$ cat src/rtl/adc_acq_sequencer.sv
// adc_acq_sequencer: runs one ADC acquisition frame: settle, capture, optional FFT, optional readback.
// Latency: a command takes effect on the next clk edge; all strobes are Moore outputs decoded from state.
// Backpressure: none; it waits on rdy_w, fft_done and rdy_r, and a timeout bounds each wait.
//
// Ports:
//   clk, rst (async active-low)         clock and reset
//   cmd_*                               frame commands from the UART command decoder
//   rdy_w, rdy_r, fft_done              status from the ADC capture/RAM block
//   write_en/start_fft/read_en/r_restart
//                                       strobes to the capture block
//   adcr_length                         latched readback length
//   busy, done_pulse, err_timeout, state_o, frame_cnt
//                                       status and debug outputs
module adc_acq_sequencer #(
    parameter int NA_ADC      = 8,
    parameter int SETTLE_CYC  = 16,
    parameter int TIMEOUT_CYC = 65535,
    parameter int LEN_W       = 16
) (
    input  logic             clk,
    input  logic             rst,
    input  logic             cmd_start,
    input  logic             cmd_abort,
    input  logic             cmd_fft_en,
    input  logic             cmd_rd_en,
    input  logic             cmd_continuous,
    input  logic [LEN_W-1:0] cmd_rd_length,
    input  logic             rdy_w,
    input  logic             rdy_r,
    input  logic             fft_done,
    output logic             write_en,
    output logic             start_fft,
    output logic             read_en,
    output logic             r_restart,
    output logic [LEN_W-1:0] adcr_length,
    output logic             busy,
    output logic             done_pulse,
    output logic             err_timeout,
    output logic [2:0]       state_o,
    output logic [15:0]      frame_cnt
);

    localparam logic [2:0] S_IDLE    = 3'd0;
    localparam logic [2:0] S_SETTLE  = 3'd1;
    localparam logic [2:0] S_CAPTURE = 3'd2;
    localparam logic [2:0] S_FFT     = 3'd3;
    localparam logic [2:0] S_RESTART = 3'd4;
    localparam logic [2:0] S_READOUT = 3'd5;
    localparam logic [2:0] S_DONE    = 3'd6;
    localparam logic [2:0] S_ERR     = 3'd7;

    // One timer serves both the settle count and the wait timeout.
    localparam int TMAX = (TIMEOUT_CYC > SETTLE_CYC) ? TIMEOUT_CYC : SETTLE_CYC;
    localparam int TW   = $clog2(TMAX + 1);
    localparam logic [TW-1:0] SETTLE_LAST  = TW'(SETTLE_CYC - 1);
    localparam logic [TW-1:0] TIMEOUT_LAST = TW'(TIMEOUT_CYC - 1);

    // Reject capture depths that cannot exist.
    if (NA_ADC < 1 || NA_ADC > 30) begin : g_bad_na_adc
        $error("adc_acq_sequencer: NA_ADC out of range");
    end

    logic [2:0]       state_q, state_d;
    logic [TW-1:0]    timer_q;
    logic             fft_en_q, rd_en_q, cont_q;
    logic [LEN_W-1:0] len_q;
    logic             done_q, err_q;
    logic [15:0]      frame_cnt_q;

    logic timed, counting, enter_settle, enter_done, enter_err;

    assign timed    = (timer_q == TIMEOUT_LAST);
    assign counting = (state_q == S_SETTLE) || (state_q == S_CAPTURE) ||
                      (state_q == S_FFT)    || (state_q == S_READOUT);

    always_comb begin
        state_d = state_q;
        case (state_q)
            S_IDLE, S_ERR: begin
                if (cmd_start) state_d = S_SETTLE;
            end
            S_DONE: begin
                if (cmd_start || cont_q) state_d = S_SETTLE;
            end
            S_SETTLE: begin
                if (timer_q == SETTLE_LAST) state_d = S_CAPTURE;
            end
            S_CAPTURE: begin
                if (rdy_w) begin
                    if (fft_en_q)     state_d = S_FFT;
                    else if (rd_en_q) state_d = S_RESTART;
                    else              state_d = S_DONE;
                end else if (timed) begin
                    state_d = S_ERR;
                end
            end
            S_FFT: begin
                if (fft_done)   state_d = rd_en_q ? S_RESTART : S_DONE;
                else if (timed) state_d = S_ERR;
            end
            S_RESTART: state_d = S_READOUT;
            S_READOUT: begin
                if (rdy_r)      state_d = S_DONE;
                else if (timed) state_d = S_ERR;
            end
            default: state_d = S_IDLE;
        endcase
        // Abort beats every other transition, including a simultaneous start.
        if (cmd_abort) state_d = S_IDLE;
    end

    assign enter_settle = (state_d == S_SETTLE) && (state_q != S_SETTLE);
    assign enter_done   = (state_d == S_DONE)   && (state_q != S_DONE);
    assign enter_err    = (state_d == S_ERR)    && (state_q != S_ERR);

    always_ff @(posedge clk or negedge rst) begin
        if (!rst) begin
            state_q     <= S_IDLE;
            timer_q     <= '0;
            fft_en_q    <= 1'b0;
            rd_en_q     <= 1'b0;
            cont_q      <= 1'b0;
            len_q       <= '0;
            done_q      <= 1'b0;
            err_q       <= 1'b0;
            frame_cnt_q <= 16'd0;
        end else begin
            state_q <= state_d;
            if (state_d != state_q) timer_q <= '0;
            else if (counting)      timer_q <= timer_q + 1'b1;
            // Command fields are sampled once per frame, including continuous re-arms.
            if (enter_settle) begin
                fft_en_q <= cmd_fft_en;
                rd_en_q  <= cmd_rd_en;
                cont_q   <= cmd_continuous;
                len_q    <= cmd_rd_length;
                err_q    <= 1'b0;
            end else if (enter_err) begin
                err_q <= 1'b1;
            end
            // Registered so the pulse covers exactly the first DONE cycle.
            done_q <= enter_done;
            if (enter_done) frame_cnt_q <= frame_cnt_q + 16'd1;
        end
    end

    assign write_en    = (state_q == S_CAPTURE);
    assign start_fft   = (state_q == S_FFT);
    assign r_restart   = (state_q == S_RESTART);
    assign read_en     = (state_q == S_READOUT);
    assign busy        = counting || (state_q == S_RESTART);
    assign done_pulse  = done_q;
    assign err_timeout = err_q;
    assign adcr_length = len_q;
    assign state_o     = state_q;
    assign frame_cnt   = frame_cnt_q;

endmodule

$ cat config.mk
export PLATFORM = sky130hd
export DESIGN_NAME = adc_acq_sequencer
export DESIGN_NICKNAME = d
export VERILOG_FILES = /design/src/rtl/adc_acq_sequencer.sv
export SDC_FILE = /design/constraint.sdc
export NUM_CORES = 1
export LEC_CHECK = 0
export CAP_MARGIN = 20
export CORE_UTILIZATION = 40
export DETAILED_ROUTE_END_ITERATION = 16
export GPL_TIMING_DRIVEN = 1
export PLACE_DENSITY = 0.66
export RECOVER_POWER = 25
export SYNTH_ARGS = -nofsm -noshare
export SYNTH_HDL_FRONTEND = slang
export SYNTH_SLANG_ARGS = --single-unit
$ cat constraint.sdc
create_clock -name clk -period 4.33 [get_ports clk]
set_clock_uncertainty 0.1 [all_clocks]
set_input_delay 1.0825 -clock clk [delete_from_list [all_inputs] [get_ports clk]]
set_output_delay 1.0825 -clock clk [all_outputs]
set_load 0.02 [all_outputs]
# Word level (Yosys, flattened, before mapping)

Cells that the tools add are included.

Bits in registers: 56
Logic and storage cells: 54

$add $sub $neg: 2
Equality and inequality tests: 16
Mux-type cells: 15
Reduce and logical (&&, ||, !) cells: 12

Operators with widths:

| kind                                                                    | number |
|---|---|
| 16-bit by 1-bit adder with 16-bit output, second input constant         | 2 |
| 16-bit 2-to-1 mux                                                       | 2 |
| 3-bit 2-to-1 mux                                                        | 9 |
| 3-bit one-hot mux with 7 select lines                                   | 1 |
| 3-bit == test, second input constant                                    | 6 |
| 16-bit == test, second input constant                                   | 1 |
| 16-bit by 4-bit == test with 1-bit output, second input constant        | 1 |
| 3-bit by 1-bit == test with 1-bit output, second input constant         | 2 |
| 3-bit by 2-bit == test with 1-bit output, second input constant         | 2 |
| 3-bit inequality test, second input constant                            | 2 |
| 1-bit logical OR                                                        | 5 |
| 2-bit nonzero test                                                      | 2 |
| 1-bit logical AND                                                       | 3 |
| 3-bit logical NOT                                                       | 1 |
| 3-bit by 1-bit inequality test with 1-bit output, second input constant | 1 |
| 3-bit inequality test                                                   | 1 |
| 1-bit 2-to-1 mux                                                        | 2 |
| 2-bit 2-to-1 mux                                                        | 1 |
| 2-bit OR reduction                                                      | 1 |

# Logic depth before layout (Yosys ltp)

Gate-level depths: netlist (run 1).

Depth in word-level cells: 9
Depth in mapped cells: 10

# Worst setup path before layout (run 1)

Ideal clock, no wire load.

Path kind: input -> register
Start: input port rdy_w
End: register len_q[0], in the netlist adcr_length[0]
Library setup time: 0.125 ns
Arrival: 2.636 ns
Slack: 1.469 ns
Stages: 7
Path through: nand2b_1 > o21a_1 > o22a_1 > o31ai_2 > nand3_1 > buf_2 > mux2_2

Longest elaborated chain between the ends: 5

RTL lines:

| what                                     | line | RTL |
|---|---|---|
| start: declaration                       | 28   | `input logic rdy_w,` |
| 3-bit 2-to-1 mux                         | 89   | `if (rdy_w) begin` |
| 3-bit one-hot mux with 7 select lines    | 78   | `case (state_q)` |
| 3-bit 2-to-1 mux                         | 109  | `if (cmd_abort) state_d = S_IDLE;` |
| 3-bit by 1-bit == test with 1-bit output | 112  | `assign enter_settle = (state_d == S_SETTLE) && (state_q != S_SETTLE);` |
| 1-bit logical AND                        | 112  |  |
| end signal: assignment                   | 136  | `len_q <= cmd_rd_length;` |
| end: declaration                         | 66   | `logic [LEN_W-1:0] len_q;` |

No other way between the ends.
A chain may end at the register's enable or synchronous reset.

# Worst setup path in the final report (run 1)

Start: input port cmd_start
End: register frame_cnt_q[1], in the netlist frame_cnt[1]

Longest elaborated chain between the ends: 6
Elaborated cells between the ends (all ways): 7

RTL lines:

| what                                    | line | RTL |
|---|---|---|
| start: declaration                      | 22   | `input logic cmd_start,` |
| 1-bit logical OR                        | 83   | `if (cmd_start \|\| cont_q) state_d = S_SETTLE;` |
| 3-bit 2-to-1 mux                        | 83   |  |
| 3-bit one-hot mux with 7 select lines * | 78   |  |
| 3-bit 2-to-1 mux *                      | 109  |  |
| 3-bit == test *                         | 113  | `assign enter_done = (state_d == S_DONE) && (state_q != S_DONE);` |
| 1-bit logical AND *                     | 113  |  |
| net enter_done                          | 70   | `logic timed, counting, enter_settle, enter_done, enter_err;` |
| end signal: assignment                  | 143  | `if (enter_done) frame_cnt_q <= frame_cnt_q + 16'd1;` |
| end: declaration                        | 68   | `logic [15:0] frame_cnt_q;` |

Mark *: on every way through the listed nets, which the timed path passes. The rest lies on a longest branch.

==> impl_results.md, run 1 <==
* CP delay by family, top: compound AO/OA/AOI/OAI gates
* Most common cell after layout, fill and taps aside: clkdlybuf4s50_1
* Clock Path Buffers at 2
* Max-slew violations at 36
* Initial Utilization at approximately 42%
* Clk sinks at 56
* GRT overflow at 0
* Post-route minimum period at between 3 and 4 ns
* Worst Path Max Fanout at 17
* Fmax at 291 MHz
* Cell Pwr Density at just under 600 nW/um^2
* EDFF count, synth at 0
* Critical Path Start Type: primary input
* Total CTS buffers at 5
* Antenna viol nets, final at 0
* RSZ-0062 raised after global routing: false
* Kind of critical path: primary input to flop
* Final period util at about four fifths
* Total die area at between 7000 and 8000 sq um
* Async SR Flop Fraction at 100%
* Port Buffers at 67
* Setup Fix Bufs, Post-CTS at 0
* Crit path largest cell delay at 0.57 ns
* Worst slack, placed at about 0.6 ns
* Die Width at roughly 87 um
* Largest net degree at the start of global routing at 36
* Num rows at 30
* P&R area growth vs syn at 30.0%
* FF+latch area at 1400 sq um
* Leading register cell type out of synthesis: dfrtp_1
* Vias in the first global route at between 2k and 2.5k
* Nets at 369
* Rel. slew slack at -27.2%
* Initial antenna violation count at 0
* Final setup vio count at 0
* Multi-input logic area at around 1400 sq um
* Max-cap violation count at 1
* Number of vias per cell at 5.23
* Placed Cells at approximately 430
* Via Count at approximately 2.3k
* Setup tns final at 0 ns
* CTS root buf: clkbuf_8
* Required @ worst endpoint at ~4.4 ns
* Drc violations at 0
* Avg Synthesized Cell Area at between 10 and 15 sq um
* Post-synthesis register bit count at 56
* Worst setup margin at ~0.9 ns
* CP max-delay cell: a221oi_1
* DRT Wirelength at 6420 um
* Leading area contributor after synthesis: dfrtp_1
* Worst path bufs/invs at 1
* Final hold violation count at 0
* Most frequent cells in the layout: clkdlybuf4s50_1 (66), dfrtp_1 (56), nor3_1 (24), xor2_1 (22), mux2_2 (20)
* Failing checks: max-capacitance violations, max-slew violations
* Final std cells w/o fill at 437
* Static leakage at between 1.5 and 2 nW
* GRT Util Overall at a little under a fifth
* CTS hold repair buffers at 0
* Total power at ~2.2 mW
* Sequential area share after synthesis at a little under half
* WP data arrival at around 3.5 ns
* Synth warn at 0
* Initial DRC count at just over 100
* Synth area leaders: dfrtp_1 (48%), mux2_2 (7.7%), xor2_1 (6.6%), nor3_1 (4.1%), nor4_2 (3.0%)
* Synth unique cells at 43
* Share of cells above drive strength 1 at 13.5%
* CP endpoint kind: flop
* First-pass GRT wire length at roughly 11,000 um
* Post-CTS sizing at 0
* Synthesized area at slightly below 3000 sq um
* Gate Count Post-Synth at 273
* Worst Tran Pin Value at around 1.9 ns
* Worst VDD drop at 0.338 mV
* CTS clk-pin slew, worst paths at 0.10 ns
* WL per Instance at about 15 um
* Area share of the largest cell type after synthesis at between 40% and 50%
* Hold Crit Class: flop to flop
* Clock latency on the worst-skew pair at ~0.31 ns
* Critical path, cell by cell: clkdlybuf4s50_1 -> nor2_1 -> a22oi_1 -> a221oi_1 -> a21oi_2 -> nor3_2 -> mux2_2
* Fill cell count at just over 600
* Diodes inserted at 0
* HPWL after detailed placement at 4540 um
* Post-Syn Nets at approximately 300
* Core area at 6910 sq um
* I/O pin count at 68
* TritonRoute pass-1 iters at 4
* CTS tree: built
* Outcome: finished, violations left
* H-tree Lvls at 2
* Final Wtd Congestion at between 0.8 and 0.9
* Die Y at 87.5 um
-- worst reg2reg max path, delay by kind of cell, from the launching register on --
family             cells  cell delay, ns
and+or+nand+nor        3            1.32
DFF                    1            0.45
AOI/OAI and AO/OA      2            0.69
muxes                  1            0.37
-- flip-flops by register name, summed over array words and instances (netlist names) --
signal / cells
err_timeout: 1
rd_en_q: 1
done_pulse: 1
cont_q: 1
fft_en_q: 1
timer_q: 16
adcr_length: 16
frame_cnt: 16
state_o: 3
-- power breakdown --
group | leakage (nW) | total (mW) | switching, mW | internal (mW)
sequential | 0.725 | 0.776 | 0.120 | 0.656
combinational | 0.764 | 1.10 | 0.615 | 0.481
clock | 0.0614 | 0.363 | 0.174 | 0.189
total | 1.55 | 2.24 | 0.909 | 1.33
-- stage by stage --
| step | hold slack (ns) | util [%] | area (sq um) |
|---|---|---|---|
| final | 0.385 | 55.0 | 3800 |
| after global routing | 0.417 | 55.0 | 3800 |
| after CTS | 0.390 | 55.1 | 3800 |
| after detailed placement | 0.368 | 53.3 | 3680 |
| after global placement | 0.360 | 53.3 | 3680 |
| after floorplan | 0.380 | - | 2920 |
-- worst paths after layout --
path / start / to / cells after the start / slack [ns]
worst max-delay path: cmd_start / frame_cnt[1]$_DFFE_PN0P_ / 7 / 0.90
worst min-delay path: frame_cnt[15]$_DFFE_PN0P_ / frame_cnt[15]$_DFFE_PN0P_ / 1 / 0.39
worst max register to register: timer_q[6]$_DFFE_PN0P_ / frame_cnt[1]$_DFFE_PN0P_ / 6 / 1.31
worst min register to register: frame_cnt[15]$_DFFE_PN0P_ / frame_cnt[15]$_DFFE_PN0P_ / 1 / 0.39
max in group asynchronous: rst / timer_q[4]$_DFFE_PN0P_ / 2 / 1.12
min in group asynchronous: rst / frame_cnt[6]$_DFFE_PN0P_ / 1 / 1.19
-- metal layers --
| layer | GRT usage [%] | wire, um |
|---|---|---|
| met1 | 25.2 | 2970 |
| met2 | 28.4 | 3110 |
| met3 | 4.83 | 272 |
| met4 | 4.32 | 68 |
| met5 | 0 | 0 |
-- cell usage after synthesis, types with 2 or more instances --
| cell | number |
|---|---|
| a31oi_1 | 2 |
| a211o_1 | 2 |
| ha_1 | 3 |
| nor2_1 | 13 |
| mux2_2 | 20 |
| clkbuf_1 | 4 |
| o21ai_0 | 4 |
| xnor2_1 | 8 |
| buf_2 | 5 |
| o22a_1 | 2 |
| nor4_1 | 8 |
| nor2b_1 | 3 |
| nor3_1 | 24 |
| o21a_1 | 3 |
| nand4_1 | 11 |
| a22oi_1 | 2 |
| nand3_1 | 11 |
| nand2_1 | 18 |
| xor2_1 | 22 |
| nor4_4 | 2 |
| buf_6 | 2 |
| dfrtp_1 | 56 |
| and3_1 | 5 |
| a21oi_1 | 4 |
| nor4_2 | 7 |
| inv_1 | 10 |
| nand2b_1 | 5 |
| o221ai_1 | 2 |
-- cell type report --
class	count	share of cell area [%]
repair buffers	71	18.2
well taps	96	3.16
clock inverters	2	1.02
flip-flops and latches	56	36.9
multi-input cells	196	37.6
inverters	10	0.988
clock buffers	6	2.17
-- logic make-up (layout without fill, tap and decap cells) --
family,count (synthesis),in the layout,share of synthesized area (%)
buf+inv,21,89,3.43
xor+xnor,30,30,8.99
fa+ha+maj,3,3,1.28
flops,56,56,48.0
compound gates,28,28,7.11
simple gates,115,115,23.5
mux,20,20,7.71
Power figures use the tool's default switching activity.
==> run 2, diff against run 1 <==
==> constraint.sdc (replaced) <==
create_clock -name clk -period 3.3 [get_ports clk]
set_clock_uncertainty 0.1 [all_clocks]
set_input_delay 0.825 -clock clk [delete_from_list [all_inputs] [get_ports clk]]
set_output_delay 0.825 -clock clk [all_outputs]
set_load 0.02 [all_outputs]
==> impl_results.md, run 2 (same netlist as run 1, synthesis figures left out) <==
* Outcome: finished, violations left
* Failing checks: max-capacitance violations, max-slew violations
* GRT Util Overall at 18.4%
* Total CTS buffers at 5
* I/O pin count at 68
* Most frequent cells in the layout: clkdlybuf4s50_1 (66), dfrtp_1 (56), nor3_1 (24), xor2_1 (22), mux2_2 (20)
* Worst Tran Pin Value at about 1.8 ns
* Critical Path Start Type: flop
* HPWL after detailed placement at 4650 um
* CTS root buf: clkbuf_8
* Die Width at between 80 and 90 um
* Clk sinks at 56
* Required @ worst endpoint at approximately 2.4 ns
* Nets at between 300 and 400
* Post-CTS sizing at 0
* Clock share of power at around 15%
* Fill cell count at roughly 600
* Net switching power at between 1 and 1.5 mW
* Cell Pwr Density at 774 nW/um^2
* Worst Path Max Fanout at 16
* R2r endpoint: frame_cnt[1]$_DFFE_PN0P_
* FF-to-FF setup slack at 0.38 ns
* Port Buffers at 67
* Max-slew violations at 36
* Hold Crit Class: primary input to async pin
* RSZ-0062 raised after global routing: false
* Worst setup margin at about 0.29 ns
* Initial DRC count at between 100 and 150
* GRT overflow at 0
* Switch share at ~41%
* Setup Fix Bufs, Post-CTS at 0
* CTS clk-pin slew, worst paths at roughly 0.1 ns
* Final setup vio count at 0
* Worst VDD drop at 0.390 mV
* Largest net degree at the start of global routing at 36
* Reg power frac at approximately 34%
* Number of vias per cell at around 5.3
* Diodes inserted at 0
* P&R area growth vs syn at 31.5%
* WL per Instance at ~15 um
* Total die area at between 7000 and 8000 sq um
* Static leakage at approximately 1.6 nW
* Worst slack, placed at approximately 0.00068 ns
* Clock latency on the worst-skew pair at 0.31 ns
* Max-cap violation count at 1
* TritonRoute pass-1 iters at 4
* Core area at 6910 sq um
* Die Y at 87.5 um
* Final Wtd Congestion at between 0.8 and 0.9
* Worst reg2reg path depth at 7
* Multi-input logic area at roughly 1400 sq um
* Initial antenna violation count at 0
* Vias in the first global route at 2,317
* H-tree Lvls at 2
* Via Count at 2,342
* FF+latch area at 1400 sq um
* Initial Utilization at a little over two fifths
* Worst r2r src: timer_q[6]$_DFFE_PN0P_
* Final hold violation count at 0
* CTS tree: built
* Comb pwr share at between 50% and 60%
* First-pass GRT wire length at roughly 11,000 um
* Drc violations at 0
* Post-route minimum period at around 3.0 ns
* Rel. slew slack at -21.2%
* Fmax at between 300 and 400 MHz
* Share of cells above drive strength 1 at between 10% and 20%
* Num rows at 30
* CP max-delay cell: dfrtp_1
* Int Pwr at approximately 1.8 mW
* Clock Path Buffers at 2
* Crit path largest cell delay at between 0.6 and 0.7 ns
* Most common cell after layout, fill and taps aside: clkdlybuf4s50_1
* Setup tns final at 0 ns
* Final period util at about 91%
* WP data arrival at approximately 2.1 ns
* Antenna viol nets, final at 0
* CP endpoint kind: output pin
* DRT Wirelength at ~6500 um
* Critical path, cell by cell: nand2b_1 -> nor2_1 -> clkdlybuf4s50_1
* Kind of critical path: flop to output pin
* CTS hold repair buffers at 0
-- run 2: cell count changes in the layout (fill, tap and decap cells not counted), sizes merged --
cell / change
clkbuf: +1
buf: +4
-- run 2: worst max path at each step --
stage / startpoint / end / cells past startpoint
after CTS: state_o[1]$_DFF_PN0_ / start_fft / 3
after detailed placement: cmd_start / timer_q[8]$_DFFE_PN0P_ / 7
after floorplan: timer_q[6]$_DFFE_PN0P_ / adcr_length[0]$_DFFE_PN0P_ / 7
after global routing: cmd_start / timer_q[15]$_DFFE_PN0P_ / 7
final: state_o[1]$_DFF_PN0_ / start_fft / 3
after global placement: cmd_start / timer_q[14]$_DFFE_PN0P_ / 7
-- run 2: power by group through the flow --
stage | registers [mW] | clock network [mW] | logic (mW)
6_report | 1.02 | 0.445 | 1.51
5_1_grt | 1.04 | 0.491 | 1.64
4_1_cts | 1.02 | 0.463 | 1.52
3_5_place_dp | 1.03 | 0 | 1.51
3_3_place_gp | 1.02 | 0 | 1.50
2_1_floorplan | 1.16 | 0 | 0.783
-- run 2: critical path, delay by kind of cell (launching register included) --
family	cells	cell delay (ns)
AND/OR/NAND/NOR	2	0.49
buffers and inverters	1	0.64
flip-flops	1	0.65
-- run 2: per-stage QoR --
stage	util, %	hold slack [ns]	instance area, sq um	cells	power [mW]
6_report	55.6	0.264	3840	442	2.97
5_1_grt	55.6	0.273	3840	442	3.17
4_1_cts	55.8	0.215	3850	442	3.00
3_5_place_dp	54.2	0.360	3740	434	2.54
3_3_place_gp	54.2	0.360	3740	434	2.52
2_1_floorplan	-	0.380	2920	273	1.94
-- run 2: cell type report --
class	instances	area share, %
multi-input cells	196	37.1
repair buffers	76	19.5
flip-flops and latches	56	36.5
clock inverters	2	0.912
inverters	10	0.977
clock buffers	6	1.89
well taps	96	3.13
-- run 2: metal layers --
layer / up-vias / global-route usage [%] / share of wire (%)
li1: 1120 / - / -
met1: 1143 / 25.9 / 46
met2: 70 / 27.5 / 47
met3: 9 / 4.74 / 5.7
met4: 0 / 6.26 / 1.4
met5: - / 0 / 0
